<file path="config.mk">
export PLATFORM = sky130hd
export DESIGN_NAME = multicycle_control_fsm_flat
export DESIGN_NICKNAME = d
export VERILOG_FILES = /design/src/rtl/multicycle_control_fsm_pkg.sv /design/src/rtl/multicycle_control_fsm_if.sv /design/src/rtl/multicycle_control_fsm_imm_src_decoder.sv /design/src/rtl/multicycle_control_fsm.sv /design/src/flat_wrapper.sv
export SDC_FILE = /design/constraint.sdc
export NUM_CORES = 1
export LEC_CHECK = 0
export ABC_AREA = 1
export CORE_MARGIN = 5
export CORE_UTILIZATION = 35
export CTS_BUF_LIST = sky130_fd_sc_hd__clkbuf_4 sky130_fd_sc_hd__clkbuf_8
export DETAILED_ROUTE_END_ITERATION = 16
export HOLD_SLACK_MARGIN = 0.15
export PLACE_DENSITY = 0.77
export SYNTH_ARGS = -nofsm -noshare
export SYNTH_HDL_FRONTEND = slang
export SYNTH_SLANG_ARGS = --single-unit
</file>
<file path="constraint.sdc">
create_clock -name clk -period 3.4 [get_ports clk]
set_input_delay 0.68 -clock clk [delete_from_list [all_inputs] [get_ports clk]]
set_output_delay 0.68 -clock clk [all_outputs]
set_load 0.02 [all_outputs]
</file>
<file path="src/rtl/multicycle_control_fsm_pkg.sv">
// Shared encodings for the RV32I multicycle control FSM: opcodes, states,
// datapath mux selects and the packed control word driven each cycle.
package multicycle_control_fsm_pkg;

    localparam int unsigned OPCODE_W  = 7;
    localparam int unsigned SEL_W     = 2;
    localparam int unsigned STATE_W_C = 4;

    localparam logic [OPCODE_W-1:0] OPC_LOAD   = 7'b0000011;
    localparam logic [OPCODE_W-1:0] OPC_STORE  = 7'b0100011;
    localparam logic [OPCODE_W-1:0] OPC_OP_IMM = 7'b0010011;
    localparam logic [OPCODE_W-1:0] OPC_OP     = 7'b0110011;
    localparam logic [OPCODE_W-1:0] OPC_BRANCH = 7'b1100011;

    typedef enum logic [STATE_W_C-1:0] {
        S_FETCH    = 4'd0,
        S_DECODE   = 4'd1,
        S_MEMADR   = 4'd2,
        S_MEMREAD  = 4'd3,
        S_MEMWB    = 4'd4,
        S_MEMWRITE = 4'd5,
        S_EXECR    = 4'd6,
        S_EXECI    = 4'd7,
        S_ALUWB    = 4'd8,
        S_BRANCH   = 4'd9
    } state_e;

    localparam logic [SEL_W-1:0] RES_ALUOUT    = 2'b00;
    localparam logic [SEL_W-1:0] RES_MEMDATA   = 2'b01;
    localparam logic [SEL_W-1:0] RES_ALURESULT = 2'b10;

    localparam logic [SEL_W-1:0] SRCA_PC    = 2'b00;
    localparam logic [SEL_W-1:0] SRCA_OLDPC = 2'b01;
    localparam logic [SEL_W-1:0] SRCA_RS1   = 2'b10;

    localparam logic [SEL_W-1:0] SRCB_RS2  = 2'b00;
    localparam logic [SEL_W-1:0] SRCB_IMM  = 2'b01;
    localparam logic [SEL_W-1:0] SRCB_FOUR = 2'b10;

    localparam logic [SEL_W-1:0] ALUOP_ADD    = 2'b00;
    localparam logic [SEL_W-1:0] ALUOP_BRANCH = 2'b01;
    localparam logic [SEL_W-1:0] ALUOP_FUNCT  = 2'b10;

    localparam logic [SEL_W-1:0] IMM_I = 2'b00;
    localparam logic [SEL_W-1:0] IMM_S = 2'b01;
    localparam logic [SEL_W-1:0] IMM_B = 2'b10;

    typedef struct packed {
        logic             pc_write;
        logic             adr_src;
        logic             ir_write;
        logic             mem_write;
        logic             reg_write;
        logic [SEL_W-1:0] result_src;
        logic [SEL_W-1:0] alu_src_a;
        logic [SEL_W-1:0] alu_src_b;
        logic [SEL_W-1:0] alu_op;
    } ctrl_t;

endpackage

</file>
<file path="src/rtl/multicycle_control_fsm_if.sv">
// Control bus between the multicycle FSM (master) and the shared datapath (slave).
interface multicycle_control_fsm_if #(
    parameter int unsigned STATE_W = 4
);
    import multicycle_control_fsm_pkg::*;

    logic [OPCODE_W-1:0] op_code;
    logic                zero;
    logic                mem_ready;
    logic                pc_write;
    logic                adr_src;
    logic                ir_write;
    logic                mem_write;
    logic                reg_write;
    logic [SEL_W-1:0]    result_src;
    logic [SEL_W-1:0]    alu_src_a;
    logic [SEL_W-1:0]    alu_src_b;
    logic [SEL_W-1:0]    alu_op;
    logic [SEL_W-1:0]    imm_src;
    logic                instr_done;
    logic                illegal_op;
    logic [STATE_W-1:0]  state_dbg;

    modport master (
        input  op_code, zero, mem_ready,
        output pc_write, adr_src, ir_write, mem_write, reg_write,
               result_src, alu_src_a, alu_src_b, alu_op, imm_src,
               instr_done, illegal_op, state_dbg
    );

    modport slave (
        output op_code, zero, mem_ready,
        input  pc_write, adr_src, ir_write, mem_write, reg_write,
               result_src, alu_src_a, alu_src_b, alu_op, imm_src,
               instr_done, illegal_op, state_dbg
    );

endinterface

</file>
<file path="src/rtl/multicycle_control_fsm_imm_src_decoder.sv">
// Immediate-format select for the extend unit, decoded straight from the opcode.
module imm_src_decoder
    import multicycle_control_fsm_pkg::*;
(
    input  logic [OPCODE_W-1:0] op_code_i,
    output logic [SEL_W-1:0]    imm_src_o
);

    always_comb begin
        imm_src_o = IMM_I;
        case (op_code_i)
            OPC_STORE:  imm_src_o = IMM_S;
            OPC_BRANCH: imm_src_o = IMM_B;
            default:    imm_src_o = IMM_I;
        endcase
    end

endmodule

</file>
<file path="src/rtl/multicycle_control_fsm.sv">
// Control FSM sequencing the shared RV32I multicycle datapath one step per cycle.
// Control outputs are decoded from the current state plus mem_ready/zero.
module multicycle_control_fsm
    import multicycle_control_fsm_pkg::*;
#(
    parameter int unsigned STATE_W  = 4,
    parameter bit          WAIT_MEM = 1'b1
) (
    input  logic                     clk,
    input  logic                     rst,
    multicycle_control_fsm_if.master bus
);

    state_e           state_q;
    state_e           state_d;
    ctrl_t            ctrl_c;
    logic             instr_done_c;
    logic             illegal_op_c;
    logic             mem_ready_c;
    logic [SEL_W-1:0] imm_src_c;

    assign mem_ready_c = WAIT_MEM ? bus.mem_ready : 1'b1;

    always_ff @(posedge clk) begin
        if (rst) begin
            state_q <= S_FETCH;
        end else begin
            state_q <= state_d;
        end
    end

    always_comb begin
        state_d      = state_q;
        ctrl_c       = '0;
        instr_done_c = 1'b0;
        illegal_op_c = 1'b0;

        case (state_q)
            S_FETCH: begin
                ctrl_c.alu_src_a  = SRCA_PC;
                ctrl_c.alu_src_b  = SRCB_FOUR;
                ctrl_c.alu_op     = ALUOP_ADD;
                ctrl_c.result_src = RES_ALURESULT;
                if (mem_ready_c) begin
                    ctrl_c.ir_write = 1'b1;
                    ctrl_c.pc_write = 1'b1;
                    state_d         = S_DECODE;
                end
            end
            S_DECODE: begin
                // Precompute the branch target into ALUOut while decoding.
                ctrl_c.alu_src_a = SRCA_OLDPC;
                ctrl_c.alu_src_b = SRCB_IMM;
                ctrl_c.alu_op    = ALUOP_ADD;
                case (bus.op_code)
                    OPC_LOAD,
                    OPC_STORE:  state_d = S_MEMADR;
                    OPC_OP:     state_d = S_EXECR;
                    OPC_OP_IMM: state_d = S_EXECI;
                    OPC_BRANCH: state_d = S_BRANCH;
                    default: begin
                        illegal_op_c = 1'b1;
                        state_d      = S_FETCH;
                    end
                endcase
            end
            S_MEMADR: begin
                ctrl_c.alu_src_a = SRCA_RS1;
                ctrl_c.alu_src_b = SRCB_IMM;
                ctrl_c.alu_op    = ALUOP_ADD;
                state_d = (bus.op_code == OPC_STORE) ? S_MEMWRITE : S_MEMREAD;
            end
            S_MEMREAD: begin
                ctrl_c.adr_src    = 1'b1;
                ctrl_c.result_src = RES_ALUOUT;
                if (mem_ready_c) begin
                    state_d = S_MEMWB;
                end
            end
            S_MEMWB: begin
                ctrl_c.result_src = RES_MEMDATA;
                ctrl_c.reg_write  = 1'b1;
                instr_done_c      = 1'b1;
                state_d           = S_FETCH;
            end
            S_MEMWRITE: begin
                ctrl_c.adr_src   = 1'b1;
                ctrl_c.mem_write = 1'b1;
                if (mem_ready_c) begin
                    instr_done_c = 1'b1;
                    state_d      = S_FETCH;
                end
            end
            S_EXECR: begin
                ctrl_c.alu_src_a = SRCA_RS1;
                ctrl_c.alu_src_b = SRCB_RS2;
                ctrl_c.alu_op    = ALUOP_FUNCT;
                state_d          = S_ALUWB;
            end
            S_EXECI: begin
                ctrl_c.alu_src_a = SRCA_RS1;
                ctrl_c.alu_src_b = SRCB_IMM;
                ctrl_c.alu_op    = ALUOP_FUNCT;
                state_d          = S_ALUWB;
            end
            S_ALUWB: begin
                ctrl_c.result_src = RES_ALUOUT;
                ctrl_c.reg_write  = 1'b1;
                instr_done_c      = 1'b1;
                state_d           = S_FETCH;
            end
            S_BRANCH: begin
                // PC loads the target held in ALUOut only when rs1 == rs2.
                ctrl_c.alu_src_a  = SRCA_RS1;
                ctrl_c.alu_src_b  = SRCB_RS2;
                ctrl_c.alu_op     = ALUOP_BRANCH;
                ctrl_c.result_src = RES_ALUOUT;
                ctrl_c.pc_write   = bus.zero;
                instr_done_c      = 1'b1;
                state_d           = S_FETCH;
            end
            default: begin
                state_d = S_FETCH;
            end
        endcase

        // Reset suppresses every architectural side effect, even mid-instruction.
        if (rst) begin
            ctrl_c.pc_write  = 1'b0;
            ctrl_c.ir_write  = 1'b0;
            ctrl_c.mem_write = 1'b0;
            ctrl_c.reg_write = 1'b0;
            instr_done_c     = 1'b0;
            illegal_op_c     = 1'b0;
        end
    end

    imm_src_decoder u_imm_src_decoder (
        .op_code_i (bus.op_code),
        .imm_src_o (imm_src_c)
    );

    assign bus.pc_write   = ctrl_c.pc_write;
    assign bus.adr_src    = ctrl_c.adr_src;
    assign bus.ir_write   = ctrl_c.ir_write;
    assign bus.mem_write  = ctrl_c.mem_write;
    assign bus.reg_write  = ctrl_c.reg_write;
    assign bus.result_src = ctrl_c.result_src;
    assign bus.alu_src_a  = ctrl_c.alu_src_a;
    assign bus.alu_src_b  = ctrl_c.alu_src_b;
    assign bus.alu_op     = ctrl_c.alu_op;
    assign bus.imm_src    = imm_src_c;
    assign bus.instr_done = instr_done_c;
    assign bus.illegal_op = illegal_op_c;
    assign bus.state_dbg  = STATE_W'(state_q);

endmodule

</file>
<file path="src/flat_wrapper.sv">
// flat-port wrapper written by rule: the top's interface ports become plain ports
module multicycle_control_fsm_flat import multicycle_control_fsm_pkg::*;
#(
    parameter int unsigned STATE_W  = 4,
    parameter bit          WAIT_MEM = 1'b1
)
  (clk, rst, bus_op_code, bus_zero, bus_mem_ready, bus_pc_write, bus_adr_src, bus_ir_write, bus_mem_write, bus_reg_write, bus_result_src, bus_alu_src_a, bus_alu_src_b, bus_alu_op, bus_imm_src, bus_instr_done, bus_illegal_op, bus_state_dbg);
  multicycle_control_fsm_if #(.STATE_W(STATE_W)) bus_i ();
  input  logic clk;
  input  logic rst;
  input wire logic [$bits(bus_i.op_code)-1:0] bus_op_code;
  input wire logic [$bits(bus_i.zero)-1:0] bus_zero;
  input wire logic [$bits(bus_i.mem_ready)-1:0] bus_mem_ready;
  output wire logic [$bits(bus_i.pc_write)-1:0] bus_pc_write;
  output wire logic [$bits(bus_i.adr_src)-1:0] bus_adr_src;
  output wire logic [$bits(bus_i.ir_write)-1:0] bus_ir_write;
  output wire logic [$bits(bus_i.mem_write)-1:0] bus_mem_write;
  output wire logic [$bits(bus_i.reg_write)-1:0] bus_reg_write;
  output wire logic [$bits(bus_i.result_src)-1:0] bus_result_src;
  output wire logic [$bits(bus_i.alu_src_a)-1:0] bus_alu_src_a;
  output wire logic [$bits(bus_i.alu_src_b)-1:0] bus_alu_src_b;
  output wire logic [$bits(bus_i.alu_op)-1:0] bus_alu_op;
  output wire logic [$bits(bus_i.imm_src)-1:0] bus_imm_src;
  output wire logic [$bits(bus_i.instr_done)-1:0] bus_instr_done;
  output wire logic [$bits(bus_i.illegal_op)-1:0] bus_illegal_op;
  output wire logic [$bits(bus_i.state_dbg)-1:0] bus_state_dbg;
  assign bus_i.op_code = bus_op_code;
  assign bus_i.zero = bus_zero;
  assign bus_i.mem_ready = bus_mem_ready;
  assign bus_pc_write = bus_i.pc_write;
  assign bus_adr_src = bus_i.adr_src;
  assign bus_ir_write = bus_i.ir_write;
  assign bus_mem_write = bus_i.mem_write;
  assign bus_reg_write = bus_i.reg_write;
  assign bus_result_src = bus_i.result_src;
  assign bus_alu_src_a = bus_i.alu_src_a;
  assign bus_alu_src_b = bus_i.alu_src_b;
  assign bus_alu_op = bus_i.alu_op;
  assign bus_imm_src = bus_i.imm_src;
  assign bus_instr_done = bus_i.instr_done;
  assign bus_illegal_op = bus_i.illegal_op;
  assign bus_state_dbg = bus_i.state_dbg;
  multicycle_control_fsm #(.STATE_W(STATE_W), .WAIT_MEM(WAIT_MEM)) u_core (.clk(clk), .rst(rst), .bus(bus_i));
endmodule
</file>
==> results of run 1 <==
power by group:
part           switching (W)   total, W  internal [W]
clock              0.0000193  0.0000587     0.0000395
sequential        0.00000313  0.0000519     0.0000488
combinational      0.0000422  0.0000791     0.0000369
total              0.0000646   0.000190      0.000125
through the flow:
step / setup WS (ns) / util [%] / area [sq um] / hold WS [ns] / power, W
after detailed placement: 0.478 / 62.3 / 801 / 0.594 / 0.000132
after floorplan: 1.16 / - / 475 / 0.642 / 0.0000941
after CTS: 0.481 / 64.1 / 823 / 0.598 / 0.000191
after global routing: 0.376 / 64.1 / 823 / 0.640 / 0.000201
after global placement: 0.496 / 62.3 / 801 / 0.594 / 0.000131
final: 0.472 / 64.1 / 823 / 0.600 / 0.000190
cell type report:
cell class                      instances  area (sq um)  share of cell area (%)
Clock buffer                            3          22.5                    2.74
Inverter                               20          75.1                    9.12
Multi-Input combinational cell         63           317                    38.4
Sequential cell                         4          80.1                    9.73
Tap cell                               15          18.8                    2.28
Timing Repair Buffer                   31           310                    37.7
routing by layer:
metal | up-vias | wire length, microns | track usage [%]
met5 | - | 0 | 0
met2 | 15 | 694 | 22.8
met3 | 0 | 32 | 3.45
met4 | 0 | 0 | 4.97
li1 | 341 | - | -
met1 | 283 | 708 | 18.9
critical path, cell delays in order:
cell	delay, ns
clkdlybuf4s50_1	0.45
nand2_1	0.06
inv_1	0.05
nand2_1	0.11
nor3_1	0.24
clkdlybuf4s50_1	0.66
cell families (layout without fill, tap and decap cells):
kind of cell	Yosys count	count (layout)	synth area share, %
flip-flops	4	4	16.8
AO/OA/AOI/OAI	11	11	14.5
AND/OR/NAND/NOR	52	52	52.1
buffers and inverters	21	54	16.6
worst max path at each step:
stage | to | depth (start not counted) | from
after global placement | bus_imm_src[1] | 6 | bus_op_code[0]
after global routing | bus_illegal_op | 6 | bus_op_code[4]
after CTS | bus_imm_src[1] | 6 | bus_op_code[1]
after detailed placement | bus_imm_src[1] | 6 | bus_op_code[1]
final | bus_imm_src[1] | 6 | bus_op_code[1]
after floorplan | bus_pc_write | 6 | u_core.bus.state_dbg[3]$_SDFFE_PP0P_
cells in the final DEF (no fill, tap or decap), types with 3 or more instances in the layout:
cell type	netlist	layout
a21oi_1	6	6
nand3_1	4	4
nor2_1	13	13
nand2_1	25	25
nor2_4	3	3
clkdlybuf4s50_1	0	31
dfxtp_1	4	4
nor3_1	4	4
inv_1	17	17
inv_2	3	3
clkbuf_4	0	3
==> reports/qor.yml, run 1 <==
run_status:
  status: "completed"
timing:
  grt_setup_unrepaired: "false"
  maxSlewViolCount: 0
  fmax_mhz: 341
  report.final.hold_viol_count: 0
  setup_violations: 0
  period_needed_ns: 2.93
  tightestPinTransition_ns: 0.341
  setup_tns_ns: 0
  relSlewSlack_pct: 77.3
  skew_ns: 0.000236
  fin_crit_sh_pct: 86.1
clocking:
  cts.sinks: 4
  cts_resized: 0
  postCtsHoldBufs: 0
  numCtsBuffers: 3
  clkTransAtPathRegs_ns: 0.04
  clk_latency_ns: 0.23
  htreeDepth: 1
  clockBufferDepth: 2
  cts_root_buffer: "clkbuf_4"
  cts_setup_buffers: 0
  cts_tree: "yes"
global_route:
  grt_max_degree: 10
  grtUsageTotal_pct: 14.3
  antenna_found_initial: 0
  grt-ovfl-total: 0
  grt_pass1_vias: 604
  grt_pass1_wl_microns: 2320
worst_setup_path:
  worstPathRequired_ns: 2.72
  worstReg2RegStart: "u_core.bus.state_dbg[0]$_SDFFE_PP0P_"
  r2r_end: "u_core.bus.state_dbg[0]$_SDFFE_PP0P_"
  critPathKind: "in -> out"
  worst_r2r_path_depth: 7
  crit_path_max_fanout: 3
  cp-start-kind: "input port"
  r2r_slack_ns: 2.12
  cp.arrival_ns: 2.25
  end_kind: "output pin"
power_and_ir_drop:
  power.leakage_nw: 0.385
  p_per_area_mw_per_mm2: 230
  peakVddDrop_mv: 0.166
synth:
  synth-edff-count: 0
  syn_avg_cell_area_sq_um: 5.40
  syn-num-nets: 99
  synth_cell_type_count: 16
  yosysSeqAreaShare_pct: 16.8
  ys_warn_count: 0
  synth_area_sq_um: 475
  yosysTopAreaCell: "nand2_1"
  async_reset_ff_share_pct: 0
  synthFlopType: "dfxtp_1"
  synthTopCellsByArea: "nand2_1 (20%), dfxtp_1 (17%), inv_1 (13%), nor2_1 (10%), nor2_4 (7.1%)"
  synth.top_cells.by_count: "nand2_1 (25), inv_1 (17), nor2_1 (13), a21oi_1 (6)"
  syn_inst: 88
  synth_seq_cells: 4
  synth_top_area_share_pct: 19.7
  yosysMostFrequentCell: "nand2_1"
drt:
  drt-initial-drc-count: 6
  wl_per_cell_microns: 10.6
  via_per_inst: 4.70
  drc: 0
  first_pass_iters: 4
  antenna_left: 0
  vias: 639
  drt-total-wl_microns: 1440
finish:
  diodes: 0
  largest_reg_flops: 4
  fillers: 124
  layout-drive-gt1-share_pct: 11.6
  areaGrowthSynthToFinish_pct: 73.2
  nNetsFinal: 134
  final-instance-count-excl-fill: 136
worst_hold_path:
  holdPathEnd: "u_core.bus.state_dbg[0]$_SDFFE_PP0P_"
  hp-start: "u_core.bus.state_dbg[0]$_SDFFE_PP0P_"
  min_path_cells: 2
  min_path_type: "reg -> reg"
floorplan:
  die_area_sq_mm: 0.00220
  die_w_microns: 46.9
  core.rowCount: 13
  start_util_pct: 37.0
  pin_count: 32
  die_y_microns: 46.9
  coreArea_sq_mm: 0.00128
place:
  dp.cells: 133
  dp_hpwl_microns: 1200
  portBuffers: 31
  finalWeightedCongestion: 0.844
job:
  cap_violations: 0
Power figures use the tool's default switching activity.
==> run 2: changes to the inputs <==
--- a/config.mk
+++ b/config.mk
@@ -6,7 +6,7 @@
 export NUM_CORES = 1
 export LEC_CHECK = 0
 export ABC_AREA = 1
-export CORE_MARGIN = 5
+export CORE_MARGIN = 2
 export CORE_UTILIZATION = 35
 export CTS_BUF_LIST = sky130_fd_sc_hd__clkbuf_4 sky130_fd_sc_hd__clkbuf_8
 export DETAILED_ROUTE_END_ITERATION = 16
==> reports/qor.yml, run 2 (synthesis results as in run 1) <==
run_status:
  status: "completed"
finish:
  mostFrequentLayoutCell: "clkdlybuf4s50_1"
  layout-drive-gt1-share_pct: 11.6
  areaGrowthSynthToFinish_pct: 73.2
  largest_reg_flops: 4
  nNetsFinal: 134
  fillers: 133
  diodes: 0
  layout_common_cells: "clkdlybuf4s50_1 (31), nand2_1 (25), inv_1 (17)"
clocking:
  clk_latency_ns: 0.24
  htreeDepth: 1
  cts_resized: 0
  clockBufferDepth: 2
  postCtsHoldBufs: 0
  cts_root_buffer: "clkbuf_4"
  cts_setup_buffers: 0
  numCtsBuffers: 3
  cts_tree: "yes"
  clkTransAtPathRegs_ns: 0.04
  cts.sinks: 4
place:
  portBuffers: 31
  finalWeightedCongestion: 0.895
  dp_hpwl_microns: 1210
timing:
  setup_violations: 0
  setup_tns_ns: 0
  period_needed_ns: 2.91
  tightestPinTransition_ns: 0.365
  relSlewSlack_pct: 75.6
  skew_ns: 0.00176
  grt_setup_unrepaired: "false"
  maxSlewViolCount: 0
  fmax_mhz: 344
  fin_crit_sh_pct: 85.4
  report.final.hold_viol_count: 0
worst_setup_path:
  end_kind: "output pin"
  cp_common_cell: "clkdlybuf4s50_1"
  cp_slowest_cell: "clkdlybuf4s50_1"
  critPathKind: "in -> out"
  cp_cell_sequence: "clkdlybuf4s50_1, inv_1, nor3_1, clkdlybuf4s50_1"
  worstPathRequired_ns: 2.72
  cpPeakStageDelay_ns: 0.66
  cp.arrival_ns: 2.23
  crit_path_max_fanout: 4
  cp-start-kind: "input port"
global_route:
  grt-ovfl-total: 0
  grt_use_met3_pct: 6.52
  antenna_found_initial: 0
  grt_pass1_vias: 563
  top_usage_layer: "met2"
  use_met1_pct: 25.3
  grt_max_degree: 10
  grtUsageMet2_pct: 34.4
  grtUsageTotal_pct: 20.0
  grt_pass1_wl_microns: 2220
floorplan:
  start_util_pct: 37.0
  coreArea_sq_mm: 0.00128
  die_area_sq_mm: 0.00167
  die_w_microns: 40.9
  die_y_microns: 40.9
  pin_count: 32
  core.rowCount: 13
drt:
  via_per_inst: 4.65
  drt-initial-drc-count: 17
  wl_per_cell_microns: 11.0
  drt-total-wl_microns: 1500
  drc: 0
  vias: 632
  antenna_left: 0
  first_pass_iters: 4
power_and_ir_drop:
  p_per_area_mw_per_mm2: 234
  power.leakage_nw: 0.385
  total_power_w: 0.000192
  peakVddDrop_mv: 0.340
job:
  cap_violations: 0
worst_hold_path:
  min_path_type: "reg -> reg"
-- run 2: path summary, 6_finish.rpt --
path | slack (ns) | to | start | cells after the start
max reg2reg | 2.12 | u_core.bus.state_dbg[2]$_SDFFE_PP0P_ | u_core.bus.state_dbg[0]$_SDFFE_PP0P_ | 7
min reg2reg | 0.60 | u_core.bus.state_dbg[0]$_SDFFE_PP0P_ | u_core.bus.state_dbg[0]$_SDFFE_PP0P_ | 2
min | 0.60 | u_core.bus.state_dbg[0]$_SDFFE_PP0P_ | u_core.bus.state_dbg[0]$_SDFFE_PP0P_ | 2
max | 0.49 | bus_imm_src[1] | bus_op_code[6] | 4
-- run 2: area by class of cell --
| type | count | area [sq um] | area share [%] |
|---|---|---|---|
| clock buffer | 3 | 22.5 | 2.74 |
| sequential | 4 | 80.1 | 9.73 |
| multi-input combinational | 63 | 317 | 38.4 |
| tap | 15 | 18.8 | 2.28 |
| timing repair buffer | 31 | 310 | 37.7 |
| inverter | 20 | 75.1 | 9.12 |
-- run 2: worst max-delay path, delay by kind of cell --
kind | cells | cell delay, ns
buffers and inverters | 3 | 1.30
AND/OR/NAND/NOR | 1 | 0.25
-- run 2: per-layer routing --
metal,routed length (microns),vias up
met5,0,-
met4,0,0
met3,84,0
met2,736,20
met1,676,277
li1,-,335
-- run 2: where the power goes --
group          leakage [nW]  total [W]  internal (W)  switching (W)
combinational         0.339  0.0000791     0.0000369      0.0000423
clock                0.0138  0.0000615     0.0000397      0.0000219
sequential           0.0325  0.0000518     0.0000487     0.00000304
total                 0.385   0.000192      0.000125      0.0000672
-- run 2: through the flow --
stage / setup WS [ns] / util, % / hold WS [ns] / area [sq um] / std cells
floorplan: 1.16 / - / 0.642 / 475 / 88
global placement: 0.505 / 62.3 / 0.593 / 801 / 133
detailed placement: 0.501 / 62.3 / 0.583 / 801 / 133
CTS: 0.501 / 64.1 / 0.596 / 823 / 136
global route: 0.349 / 64.1 / 0.612 / 823 / 136
finish: 0.495 / 64.1 / 0.595 / 823 / 136
==> edit 1 (settings of run 1) <==
Put a register stage on the output `bus.state_dbg`. The value now appears one clock later.
--- a/src/rtl/multicycle_control_fsm.sv
+++ b/src/rtl/multicycle_control_fsm.sv
@@ -152,7 +152,9 @@
     assign bus.imm_src    = imm_src_c;
     assign bus.instr_done = instr_done_c;
     assign bus.illegal_op = illegal_op_c;
-    assign bus.state_dbg  = STATE_W'(state_q);
+    always_ff @(posedge clk) begin
+        bus.state_dbg <= STATE_W'(state_q);
+    end
 
 endmodule
 
Check against the original RTL: not equivalent (Yosys sat finds a counterexample within 4 cycles, from zero or initial values and one cycle with rst high).
==> edit 1 against run 1 <==
  * Sequential cell count rose by 4
  * Setup slack improved by 0.061 ns
  * Total power increased by 31%
  * Design area grew 9.4%
  * Routed wire length up 11%
  * Die area rose by 13%
  * Area after synthesis increased by 16%
  * Critical endpoint is now bus_reg_write
  * Largest cell class unchanged
  * Largest power group is now registers
==> edit 1: results (changes against run 1) <==
synth_commonest_cells: "nand2_1 (24), inv_1 (16), nor2_1 (15)"
antenna_found_initial: 0  # unchanged
r2r_setup_slack_ns: 2.13
worst_r2r_endpoint: "u_core.state_q[0]"
startpoint: "rst"
cts_setup_buffers: 0  # unchanged
crit_fanout: 9  # +6
grt_max_degree: 10  # unchanged
hold_start: "u_core.state_q[3]"
wl_per_cell_um: 11.2  # +6.0%
synth_cell_type_count: 17  # +1
postPlaceCellArea_um2: 878  # +9.7%
maxSlewHeadroom: 0.770  # -0.00311
grt_first_pass_wirelength_um: 2730  # +18%
arrival_ns: 2.19  # -0.06 ns
syn_inst: 94  # +6.8%
n_antenna_cell: 0  # unchanged
cts.clk_slew.worst_paths_ns: 0.05
reg_top3: "u_core.bus.state_dbg (4), u_core.state_q (4)"
dpl_worst_slack_ns: 0.539  # +0.0610 ns
grt_usage: 0.137  # -0.00598
synth_area_leaders: "dfxtp_1 (29%), nand2_1 (16%), inv_1 (11%)"
r2r-start: "u_core.state_q[0]"
detailed_place_hpwl_um: 1350  # +12%
worstSetupEndpoint: "bus_reg_write"
min_path_type: "flip-flop to flip-flop"
synth_warnings: 0  # unchanged
grt_pass1_vias: 648  # +7.3%
cpPeakStageDelay_ns: 0.61  # -0.05 ns
viasPerCell: 4.83  # +2.7%
instances_no_fill: 143  # +5.1%
start_util: 0.366  # -0.00373
fin_skew_ns: 0.00138  # +0.00114 ns
ir_drop_mv: 0.240  # +44%
synth_nets: 105  # +6.1%
cts_buffer_depth: 2  # unchanged
place_congestion: 0.848  # +0.46%
fillerInstances: 138  # +11%
outcome: "finished clean"
drt_iter0_markers: 12  # +6
p_sw_frac: 0.297  # -0.0435
synth-seq-area-share: 0.290  # +0.122
p_leak_nw: 0.407  # +5.7%
drive_gt1_frac: 0.110  # -0.00547
async_flop_share: 0  # unchanged
[edit 1: cell types whose count changed in the layout (fill, tap and decap cells not counted), moves of 2 or more]
cell     delta
dfxtp_1     +4
nand3_1     +4
nand2_2     +2
nor2_1      +2
nor3_1      -2
nor3_2      -2
[edit 1: worst max-delay path, delay by kind of cell]
| kind | cells | cell delay (ns) |
|---|---|---|
| simple gates | 1 | 0.06 |
| compound gates | 1 | 0.12 |
| buf+inv | 3 | 1.33 |
[edit 1: how the worst min path moves through the flow]
stage / to / slack (ns) / cells past startpoint
3_5_place_dp: u_core.bus.state_dbg[3] / 0.37 / 0
4_1_cts: u_core.bus.state_dbg[3] / 0.38 / 0
5_1_grt: u_core.bus.state_dbg[3] / 0.38 / 0
3_3_place_gp: u_core.bus.state_dbg[3] / 0.37 / 0
2_1_floorplan: u_core.bus.state_dbg[3] / 0.36 / 0
6_report: u_core.bus.state_dbg[3] / 0.38 / 0
[edit 1: power by group through the flow]
stage                     registers (W)  logic (W)  clock network (W)
after floorplan                0.000104  0.0000397                  0
after global placement         0.000103  0.0000773                  0
after detailed placement       0.000103  0.0000789                  0
after CTS                      0.000101  0.0000794          0.0000709
after global routing           0.000102  0.0000854          0.0000758
final                          0.000101  0.0000790          0.0000680
[edit 1: routing by layer]
| layer | GRT usage | wire length [µm] | vias up | share of wire |
|---|---|---|---|---|
| met2 | 0.229 | 770 | 23 | 0.48 |
| met5 | 0 | 0 | - | 0 |
| met1 | 0.166 | 691 | 307 | 0.43 |
| met4 | 0.0131 | 8 | 0 | 0.0050 |
| met3 | 0.0633 | 128 | 2 | 0.080 |
| li1 | - | - | 358 | - |
[edit 1: cells by family (layout without fill, tap and decap cells)]
kind of cell           after synthesis  after routing  synth area share
buffers and inverters               20             53             0.136
AND/OR/NAND/NOR                     55             55             0.449
AO/OA/AOI/OAI                       11             11             0.125
flip-flops                           8              8             0.290
[edit 1: final cells by class]
| class | instances | area, µm² | area share |
|---|---|---|---|
| multi-input combinational | 66 | 317 | 0.351 |
| timing repair buffer | 31 | 310 | 0.344 |
| sequential | 8 | 160 | 0.178 |
| inverter | 19 | 71.3 | 0.0792 |
| clock buffer | 3 | 22.5 | 0.0250 |
| tap | 16 | 20.0 | 0.0222 |
[edit 1: metrics by stage]
stage | power, W | hold WS, ns
after floorplan | 0.000143 | 0.363
after global placement | 0.000180 | 0.370
after detailed placement | 0.000181 | 0.369
after CTS | 0.000251 | 0.379
after global routing | 0.000263 | 0.385
final | 0.000248 | 0.384
==> edit 2 (flow settings as in run 1) <==
Made on the original files. `WAIT_MEM` is set to 1'b1 in 2 places; all go to 1'b0.
--- a/src/rtl/multicycle_control_fsm.sv
+++ b/src/rtl/multicycle_control_fsm.sv
@@ -4,7 +4,7 @@
     import multicycle_control_fsm_pkg::*;
 #(
     parameter int unsigned STATE_W  = 4,
-    parameter bit          WAIT_MEM = 1'b1
+    parameter bit          WAIT_MEM = 1'b0
 ) (
     input  logic                     clk,
     input  logic                     rst,
--- a/src/flat_wrapper.sv
+++ b/src/flat_wrapper.sv
@@ -2,7 +2,7 @@
 module multicycle_control_fsm_flat import multicycle_control_fsm_pkg::*;
 #(
     parameter int unsigned STATE_W  = 4,
-    parameter bit          WAIT_MEM = 1'b1
+    parameter bit          WAIT_MEM = 1'b0
 )
   (clk, rst, bus_op_code, bus_zero, bus_mem_ready, bus_pc_write, bus_adr_src, bus_ir_write, bus_mem_write, bus_reg_write, bus_result_src, bus_alu_src_a, bus_alu_src_b, bus_alu_op, bus_imm_src, bus_instr_done, bus_illegal_op, bus_state_dbg);
   multicycle_control_fsm_if #(.STATE_W(STATE_W)) bus_i ();
Formal check against the unedited RTL: not equivalent (a bounded check fails within 4 cycles, from zero or initial values and one cycle with rst high).
==> edit 2 against run 1 <==
  * Register-to-register slack improved by 0.13 ns
  * Non-clock buffer count fell by 1
  * Final cell count fell by 8.8%
  * Design area fell by 8.4%
  * Area after synthesis fell by 12%
  * Largest cell class is now buffers
  * Die area fell by 9.6%
  * Routed wire length fell by 15%
  * Setup slack improved by 0.022 ns
  * Total power fell by 14%
  * Sequential cell count did not move
==> edit 2: results (changes against run 1) <==
hold_start: "u_core.bus.state_dbg[1]"
detailed_place_hpwl_um: 1050  # -13%
instances_no_fill: 124  # -8.8%
wl_per_cell_um: 9.89  # -6.3%
outcome: "finished clean"
syn_inst: 78  # -11%
dpl_worst_slack_ns: 0.484  # +0.00562 ns
pg_comb_w: 0.0000560  # -29%
p_switching_w: 0.0000468  # -28%
place_congestion: 0.766  # -9.3%
multi_input_cells: 53  # -16%
arrival_ns: 2.23  # -0.02 ns
fin_skew_ns: 0.00542  # +0.00518 ns
grt_first_pass_wirelength_um: 2140  # -7.7%
crit_fanout: 10  # +7
viasPerCell: 4.63  # -1.5%
grt_max_degree: 11  # +1
ir_drop_mv: 0.173  # +4.1%
worstSetupEndpoint: "bus_reg_write"
synth-seq-area-share: 0.192  # +0.0232
max_freq_ghz: 0.344  # +0.75%
p_clk_w: 0.0000559  # -4.8%
clkCellAreaFrac: 0.0299  # +0.00250
worst_r2r_endpoint: "u_core.bus.state_dbg[2]"
nFlopsAndLatches: 4  # unchanged
drt_iter0_markers: 8  # +2
nNonClkBuffers: 30  # -3.2%
fillerInstances: 111  # -10%
synth_commonest_cells: "inv_1 (19), nand2_1 (16), nor2_1 (15)"
r2r_setup_slack_ns: 2.25  # +0.13 ns
p_leak_nw: 0.370  # -3.9%
synth_nets: 89  # -10%
grt_pass1_vias: 536  # -11%
multi_input_area_share: 0.343  # -0.0412
synth_area_leaders: "dfxtp_1 (19%), inv_1 (17%), nand2_1 (14%)"
final-nonclk-buf-share: 0.398  # +0.0211
worstMarginPinSlew_ns: 0.377  # +0.0367 ns
-- edit 2: changes by cell type in the layout (fill, tap and decap cells not counted), moves of 2 or more --
cell and change:
nor3_1 -3, inv_2 -2, nor2_1 +2, nand2_1 -9
a21oi_2 -2, inv_1 +2, nor2_4 -2, nand3_1 +3
nor3_2 -2
-- edit 2: metal layers --
layer,global-route usage,wire [µm]
met4,0.0904,0
met3,0.0447,160
met5,0,0
met1,0.146,486
met2,0.249,579
-- edit 2: metrics by stage --
step                      power (W)  hold WS [ns]   util  area (µm²)
after floorplan           0.0000784         0.717      -         418
after global placement     0.000107         0.690  0.659         732
after detailed placement   0.000108         0.701  0.659         732
after CTS                  0.000165         0.711  0.679         754
after global routing       0.000178         0.770  0.679         754
final                      0.000163         0.707  0.679         754
-- edit 2: cell families (layout without fill, tap and decap cells) --
family                 count (synthesis)  in the layout  synth area share
AO/OA/AOI/OAI                          7              7            0.0898
flip-flops                             4              4             0.192
AND/OR/NAND/NOR                       46             46             0.530
buffers and inverters                 21             53             0.189
